## src/rtl/tl_release_scheduler.sv

```systemverilog
// Credit-aware, message-locking round-robin scheduler for the release path.
// Holds the grant across all beats of a data message and escalates starved requesters.
module tl_starve_ctr (
  input  logic       clk,
  input  logic       reset,
  input  logic       start,
  input  logic       valid,
  input  logic       granted,
  output logic [7:0] count
);
  always_ff @(posedge clk) begin
    if (reset)
      count <= '0;
    else if (start) begin
      if (granted)
        count <= '0;
      else if (valid && count != 8'hff)
        count <= count + 8'd1;
    end
  end
endmodule

module tl_release_scheduler #(
  parameter int N_IN         = 4,
  parameter int W            = 101,
  parameter int BEATS        = 8,
  parameter int CREDITS      = 4,
  parameter int STARVE_LIMIT = 16,
  localparam int CW  = (N_IN > 1) ? $clog2(N_IN) : 1,
  localparam int BW  = $clog2(BEATS),
  localparam int CRW = $clog2(CREDITS + 1)
) (
  input  logic              clk,
  input  logic              reset,
  input  logic [N_IN-1:0]   in_valid,
  input  logic [N_IN-1:0]   in_has_data,
  input  logic [N_IN*W-1:0] in_payload,
  output logic [N_IN-1:0]   in_ready,
  output logic              out_valid,
  input  logic              out_ready,
  output logic [W-1:0]      out_payload,
  output logic [CW-1:0]     out_chosen,
  output logic              out_last,
  input  logic              credit_return,
  output logic              credit_overflow
);
  typedef enum logic {IDLE, LOCKED} state_t;

  state_t                 state;
  logic [CW-1:0]          lock_idx, last_grant, pick;
  logic [BW-1:0]          beat_cnt;
  logic [CRW-1:0]         credits;
  logic [N_IN-1:0][7:0]   starve;
  logic                   found, can_send, fire, start;

  // Escalated requesters first, then round robin after last_grant, then wrap to lowest.
  always_comb begin
    pick  = '0;
    found = 1'b0;
    for (int i = 0; i < N_IN; i++)
      if (!found && in_valid[i] && starve[i] >= 8'(STARVE_LIMIT)) begin
        pick  = CW'(i);
        found = 1'b1;
      end
    for (int i = 0; i < N_IN; i++)
      if (!found && in_valid[i] && i > int'(last_grant)) begin
        pick  = CW'(i);
        found = 1'b1;
      end
    for (int i = 0; i < N_IN; i++)
      if (!found && in_valid[i]) begin
        pick  = CW'(i);
        found = 1'b1;
      end
  end

  assign out_chosen  = (state == LOCKED) ? lock_idx : pick;
  assign can_send    = (credits != '0);
  assign out_valid   = in_valid[out_chosen] & can_send & ~reset;
  assign out_payload = in_payload[int'(out_chosen)*W +: W];
  assign out_last    = (state == LOCKED) ? (beat_cnt == BW'(BEATS-1)) : ~in_has_data[out_chosen];
  assign fire        = out_valid & out_ready;
  assign start       = fire & (state == IDLE);

  always_comb begin
    in_ready = '0;
    for (int i = 0; i < N_IN; i++)
      in_ready[i] = (out_chosen == CW'(i)) & out_ready & can_send & ~reset;
  end

  for (genvar g = 0; g < N_IN; g++) begin : g_starve
    tl_starve_ctr u_ctr (
      .clk     (clk),
      .reset   (reset),
      .start   (start),
      .valid   (in_valid[g]),
      .granted (out_chosen == CW'(g)),
      .count   (starve[g])
    );
  end

  always_ff @(posedge clk) begin
    if (reset) begin
      state           <= IDLE;
      lock_idx        <= '0;
      beat_cnt        <= '0;
      last_grant      <= CW'(N_IN-1);
      credits         <= CRW'(CREDITS);
      credit_overflow <= 1'b0;
    end else begin
      if (start) begin
        last_grant <= out_chosen;
        if (in_has_data[out_chosen]) begin
          state    <= LOCKED;
          lock_idx <= out_chosen;
          beat_cnt <= BW'(1);
        end
      end else if (fire) begin
        // BEATS is a power of two, so the counter wraps to 0 on the final beat.
        beat_cnt <= beat_cnt + BW'(1);
        if (beat_cnt == BW'(BEATS-1))
          state <= IDLE;
      end
      if (fire && !credit_return)
        credits <= credits - CRW'(1);
      else if (credit_return && !fire) begin
        if (credits == CRW'(CREDITS))
          credit_overflow <= 1'b1;
        else
          credits <= credits + CRW'(1);
      end
    end
  end
endmodule
```

## config.mk

```make
export PLATFORM = sky130hd
export DESIGN_NAME = tl_release_scheduler
export DESIGN_NICKNAME = d
export VERILOG_FILES = /design/src/rtl/tl_release_scheduler.sv
export SDC_FILE = /design/constraint.sdc
export NUM_CORES = 1
export LEC_CHECK = 0
export CAP_MARGIN = 30
export CELL_PAD_IN_SITES_DETAIL_PLACEMENT = 0
export CELL_PAD_IN_SITES_GLOBAL_PLACEMENT = 1
export CORE_AREA = 10 10 196 198
export DETAILED_ROUTE_END_ITERATION = 10
export DIE_AREA = 0 0 206 208
export DONT_BUFFER_PORTS = 1
export PLACE_DENSITY = 0.42
export SLEW_MARGIN = 30
export SYNTH_ARGS = -nofsm -noshare
export SYNTH_HDL_FRONTEND = slang
export SYNTH_SLANG_ARGS = --single-unit
```

## constraint.sdc

```tcl
create_clock -name clk -period 4.45 [get_ports clk]
set_input_delay 0.89 -clock clk [delete_from_list [all_inputs] [get_ports clk]]
set_output_delay 0.89 -clock clk [all_outputs]
set_load 0.05 [all_outputs]
```

* Yosys cells after proc, flatten, opt, wreduce, memory -nomap -nowiden
Index checks and enable logic that the tools add are counted.
Word-level totals: register bits after elaboration 44, bits of input ports 416, output and inout bits 110, word-level logic and storage cells 155
Cells by class: add/subtract/negate cells 7, $mul 1, order comparisons 8, equal/unequal tests 11, shifts and indexed selects 1, multiplexer cells 44, bitwise gates (word level) 20, reductions and logical operators 53
Operator list (count):
- $shiftx 404x10->101 | 1
- $mux 8 | 8
- $add 8x1->8 const B | 4
- $ge 8x5->1 const B | 4
- $ne 8x8->1 const B | 4
- $logic_and 1x1->1 | 23
- $mux 2 | 10
- $mux 1 | 18
- $mux 3 | 6
- $and 1x1->1 | 16
- $reduce_and 2->1 | 7
- $reduce_bool 2->1 | 7
- $logic_not 1->1 | 12
- $mul 2x7->9 const B | 1
- $add 3x1->3 const B | 2
- $eq 3x3->1 const B | 2
- $reduce_and 3->1 | 2
- $bmux 1 s2 | 2
- $eq 2x2->1 const B | 2
- $gt 2x2->1 const A | 2
- $ne 2x2->1 const B | 2
- $not 1->1 | 4
- $lt 2x3->1 const B | 1
- $reduce_bool 3->1 | 1
- 4 further kinds | 4

* Depth between registers and ports, before layout
depth after elaboration 49, depth in mapped cells 13, gate-level depth less buffers 13

* Hierarchy
From an unflattened synthesis, not the netlist that was laid out.
Second synthesis, totals: cell total of the unflattened synthesis 822, area total of the unflattened synthesis 6183.4 um^2
Modules (own cells, without submodules):
- tl_release_scheduler | times used 1, cells each 590, area an instance 4151.5 um^2, seq. area each 240.2 um^2
- tl_starve_ctr | times used 4, cells each 58, area an instance 508.0 um^2, seq. area each 160.2 um^2

* Worst setup path before layout
OpenSTA, ideal clock, no wires.
kind input port to output port, from input port in_valid[1], to output port out_payload[36], arrival 3662 ps, path slack -102 ps, stages 9, cell sequence or3b_1 nand4_4 a211oi_2 o31ai_4 inv_2 clkbuf_1 clkbuf_1 clkbuf_1 a21oi_1
On the way: longest elaborated chain between the ends 38
Ends and longest elaborated chain:
- start, declared | RTL line 35 | input logic [N_IN-1:0] in_valid,
- $logic_and 1x1->1 (2 in a row) | RTL line 61 | if (!found && in_valid[i] && starve[i] >= 8'(STARVE_LIMIT)) begin
- $mux 1 | RTL line 61
- $logic_not 1->1 | RTL line 61
- $logic_and 1x1->1 (2 in a row) | RTL line 61
- $mux 1 | RTL line 61
- $logic_not 1->1 | RTL line 61
- $logic_and 1x1->1 (2 in a row) | RTL line 61
- $mux 1 | RTL line 61
- [... 20 more ...]
- $mux 1 | RTL line 71 | if (!found && in_valid[i]) begin
- $logic_not 1->1 | RTL line 71
- $logic_and 1x1->1 | RTL line 71
- $mux 2 * | RTL line 71
- $mux 2 * | RTL line 77 | assign out_chosen = (state == LOCKED) ? lock_idx : pick;
- named net out_chosen[0] | RTL line 42 | output logic [CW-1:0] out_chosen,
- $mul 2x7->9 * | RTL line 80 | assign out_payload = in_payload[int'(out_chosen)*W +: W];
- $shiftx 404x10->101 * | RTL line 80
- end, declared | RTL line 41 | output logic [W-1:0] out_payload,
Mark *: on every way through the listed nets, which the timed path passes. The rest lies on a longest branch.

* Worst setup path after layout
from register g_starve[0].u_ctr.count[4], to output port out_payload[67]
On the way: longest elaborated chain between the ends 42
Ends and longest elaborated chain:
- start, declared | RTL line 9 | output logic [7:0] count
- start signal, assigned | RTL line 18 | count <= count + 8'd1;
- $ge 8x5->1 * | RTL line 61
- $logic_and 1x1->1 * | RTL line 61
- $mux 1 * | RTL line 61
- $logic_not 1->1 | RTL line 61
- $logic_and 1x1->1 (2 in a row) | RTL line 61
- $mux 1 | RTL line 61
- $logic_not 1->1 | RTL line 61
- $logic_and 1x1->1 (2 in a row) | RTL line 61
- [... 24 more ...]
- $logic_and 1x1->1 | RTL line 71
- $mux 1 | RTL line 71
- $logic_not 1->1 | RTL line 71
- $logic_and 1x1->1 | RTL line 71
- $mux 2 * | RTL line 71
- $mux 2 * | RTL line 77
- $mul 2x7->9 * | RTL line 80
- $shiftx 404x10->101 * | RTL line 80
Mark *: on every way between the ends. The rest lies on a longest branch, timed or not.

==> metrics.md <==
| Metric | Value |
|---|---|
| Sw Share | 58.74% |
| Total grt overflow | 0 |
| Core Box Area | 0.03437 mm^2 |
| Hold Path Class | reg -> reg |
| Number of vias per cell | 4.662 |
| # IOs | 526 |
| Max-cap viol count | 0 |
| Ys flop type | dfxtp_1 |
| Total area of multi-input combinational cells | 0.004908 mm^2 |
| Post-DP HPWL | about 35000 um |
| RSZ-0062 raised after global routing | no |
| Area leader, netlist | mux2_2 |
| Vias in the first global route | approximately 6500 |
| Area contributors post-synth | mux2_2, mux2i_1, dfxtp_1 |
| Cell Int Power | 1869 uW |
| Largest net degree at the start of global routing | 61 |
| Placed cell count | approximately 1300 |
| Seq/Total Area, Yosys | 14.59% |
| Antenna violation net count after detailed routing | 0 |
| Max VDD drop | 340.9 uV |
| Sequential Area | 880.8 um^2 |
| Leak pwr | 0.003076 uW |
| Gate power share | 82.1% |
| Via count | slightly above 6000 |
| Endpoint class of the critical path | output pin |
| Status | finished, final reports clean |
| Final count of hold timing violations | 0 |
| Clock Skews | between 8 and 9 ps |
| Compound-Gate Fraction of Synth Area | 19.34% |
| DRT Wirelength | 39750 um |
| Syn-to-layout area delta | 33.78% |
| Power Total | 4530 uW |
| Nets | roughly 1300 |
| Row cnt | around 70 |
| CTS Buf Count | 5 |
| Setup TNS | 0 ps |
| Initial Util | 17.56% |
| Post-CTS sizing | 0 |
| Fillers | 3805 |
| Netlist Area Pre-Place | between 0.006 and 0.007 mm^2 |
| H-tree levels | 2 |
| Post-synth EDFFs | 0 |
| Largest fanout on the critical path | 60 |
| Yosys warns | 0 |
| Chip width | 206 um |
| Mapped Cells | 780 |
| Post-DR wirelength/cell | 29.71 um |
| Layout cells sized above 1 | about a third |
| Syn avg cell area | 7.740 um^2 |
| Synth Area in XOR/XNOR | 1.886% |
| Max-slew violations | 0 |
| Drc violations | 0 |
| Num Clock Sinks | 44 |
| Worst-Skew Late Latency | between 200 and 300 ps |
| Minimum clock period | 4238 ps |
| Count of final setup violators | 0 |
| Worst-Margin Slew | ~730 ps |
| Die area | roughly 0.043 mm^2 |
| Fin cells | 1338 |
| Syn Nets | 1209 |
| Fmax | 0.2359 GHz |
| Die span in y | 208 um |
| Hold_buf cts | 0 |
| Clk network pwr share | 8.5% |
| Combinational family with the most area after synthesis | multiplexers |
| Final core utilization | 23.50% |
| Clock Tree Root | clkbuf_16 |
| Postcts setup bufs | 0 |
| Power Dens Cells | around 560 mW/mm^2 |
| Hold Slack | 464.0 ps |
| Crit path kind | reg -> out |
| Startpoint types | flip-flop |
| I/O Buffers | 0 |
| Synth Area in Adders | 2.819% |
| Initial antenna violation count | 0 |
| CTS tree | yes |
| Initial DRC Count | 279 |
| Worst rel slew slack | 51.35% |
| Tcrit/Tclk final | a little over nine tenths |
| Net switching power | approximately 2700 uW |
| Share of synthesized registers carrying an async set or reset | 0% |
| Post-synthesis mux area share | 38.18% |
| CP Data Arrival Time | 3350 ps |
| Global-route wire length before repair | roughly 52000 um |
| Clock Path Buffers | 2 |
| Data required time of the critical path | ~3600 ps |
| GRT Total Usage | 17.00% |
| ANT cells | 0 |
| Top-area cell type share of the netlist area | between 15 and 20% |
| Final Wtd Congestion | between 0.9 and 1 |
| DR pass1 iterations | 5 |
| Post-synthesis sequential element count | between 40 and 50 |
| Clock-pin slew on the worst setup and hold paths | 60 ps |
| Simple-Gate Fraction of Synth Area | about 18% |
| Part of the power in registers | a little under a tenth |
| Synth unique cells | 67 |
layout by cell type, fill, tap and decap left out, types with 4 or more instances in the layout:
master,synthesis,routed
nor2_1,142,142
buf_4,10,114
mux2i_1,111,111
mux2_2,106,106
a21oi_1,115,93
dfxtp_1,44,44
nand2_1,39,39
buf_12,0,29
a21oi_2,0,22
inv_1,21,21
nand3_1,16,16
ha_1,12,12
o21ai_0,10,10
xor2_1,10,10
nor3_1,11,9
o21a_1,6,6
and3_1,5,5
clkbuf_16,0,5
o41ai_4,4,4
and2_1,4,4
registers in the layout (all words and copies together), names as in the netlist:
name	cells
beat_cnt	3
credit_overflow	1
credits	3
g_starve.u_ctr.count	32
last_grant	2
lock_idx	2
state	1
stage by stage:
| stage | area [um^2] | setup slack [ps] |
|---|---|---|
| detailed placement | 7930 | 288.8 |
| global route | 8077 | 9.319 |
| finish | 8077 | 211.7 |
| floorplan | 6037 | -102.3 |
| CTS | 8077 | 142.0 |
| global placement | 7930 | 334.3 |
worst max-delay path: stages (launching register included):
cell and delay, ps:
dfxtp_1 350, o41ai_4 520, nand4_4 200, o41ai_4 390, nor2_1 180, inv_8 120, buf_12 290, mux2i_1 430
a21oi_1 120, buf_4 170, buf_4 180
synth_stat cells, drive strengths merged, types with 2 or more instances:
master   number
nand2        39
clkbuf       26
nor2        143
o2111ai       3
nand4         4
o31ai         2
inv          23
nor4          3
o22ai         2
o21ai        13
nor2b         3
o311ai        2
and3          6
and2          5
o211ai        2
a41oi         2
a211oi        3
or2           2
a21oi       115
a21o          3
a31oi         2
o41ai         5
ha           12
mux2        106
xnor2         3
mux2i       111
a22oi         2
a31o          2
nor3         11
o21a          6
nand2b        3
xor2         10
buf          25
a211o         3
nand3        16
a21boi        3
dfxtp        44
power by group through the flow:
stage	Clock (uW)	Sequential, uW	Combinational [uW]
6_report	384	428	3720
5_1_grt	417	430	3930
4_1_cts	402	428	3770
3_5_place_dp	0	437	3760
3_3_place_gp	0	437	3770
2_1_floorplan	0	429	2260
worst paths after layout:
kind	startpoint	endpoint	slack, ps	cells past startpoint
setup / recovery	g_starve[0].u_ctr.count[4]	out_payload[67]	210	10
setup reg to reg	g_starve[0].u_ctr.count[4]	credits[2]	1050	13
hold / removal	beat_cnt[2]	beat_cnt[2]	460	2
hold reg to reg	beat_cnt[2]	beat_cnt[2]	460	2
area by class of cell:
cell class                      instances  area share, %
Multi-Input combinational cell        662          60.77
Timing Repair Buffer                  146          18.20
Sequential cell                        44          10.91
Tap cell                              455          7.049
Clock buffer                            8          1.813
Inverter                               23          1.255
cell families after synthesis:
kind of cell | Yosys count
compound gates | 177
xor+xnor | 13
fa+ha+maj | 13
buf+inv | 74
flops | 44
mux | 217
simple gates | 242
metal layers:
layer / up-vias / wire (um) / share of wire, % / track usage [%]
met3: 18 / 4973 / 13 / 8.732
met5: - / 0 / 0 / 0
li1: 3008 / - / - / -
met2: 337 / 17730 / 45 / 26.84
met1: 2875 / 16390 / 41 / 20.22
met4: 0 / 661 / 1.7 / 3.211
No activity file was read; power rests on OpenSTA's default activity.
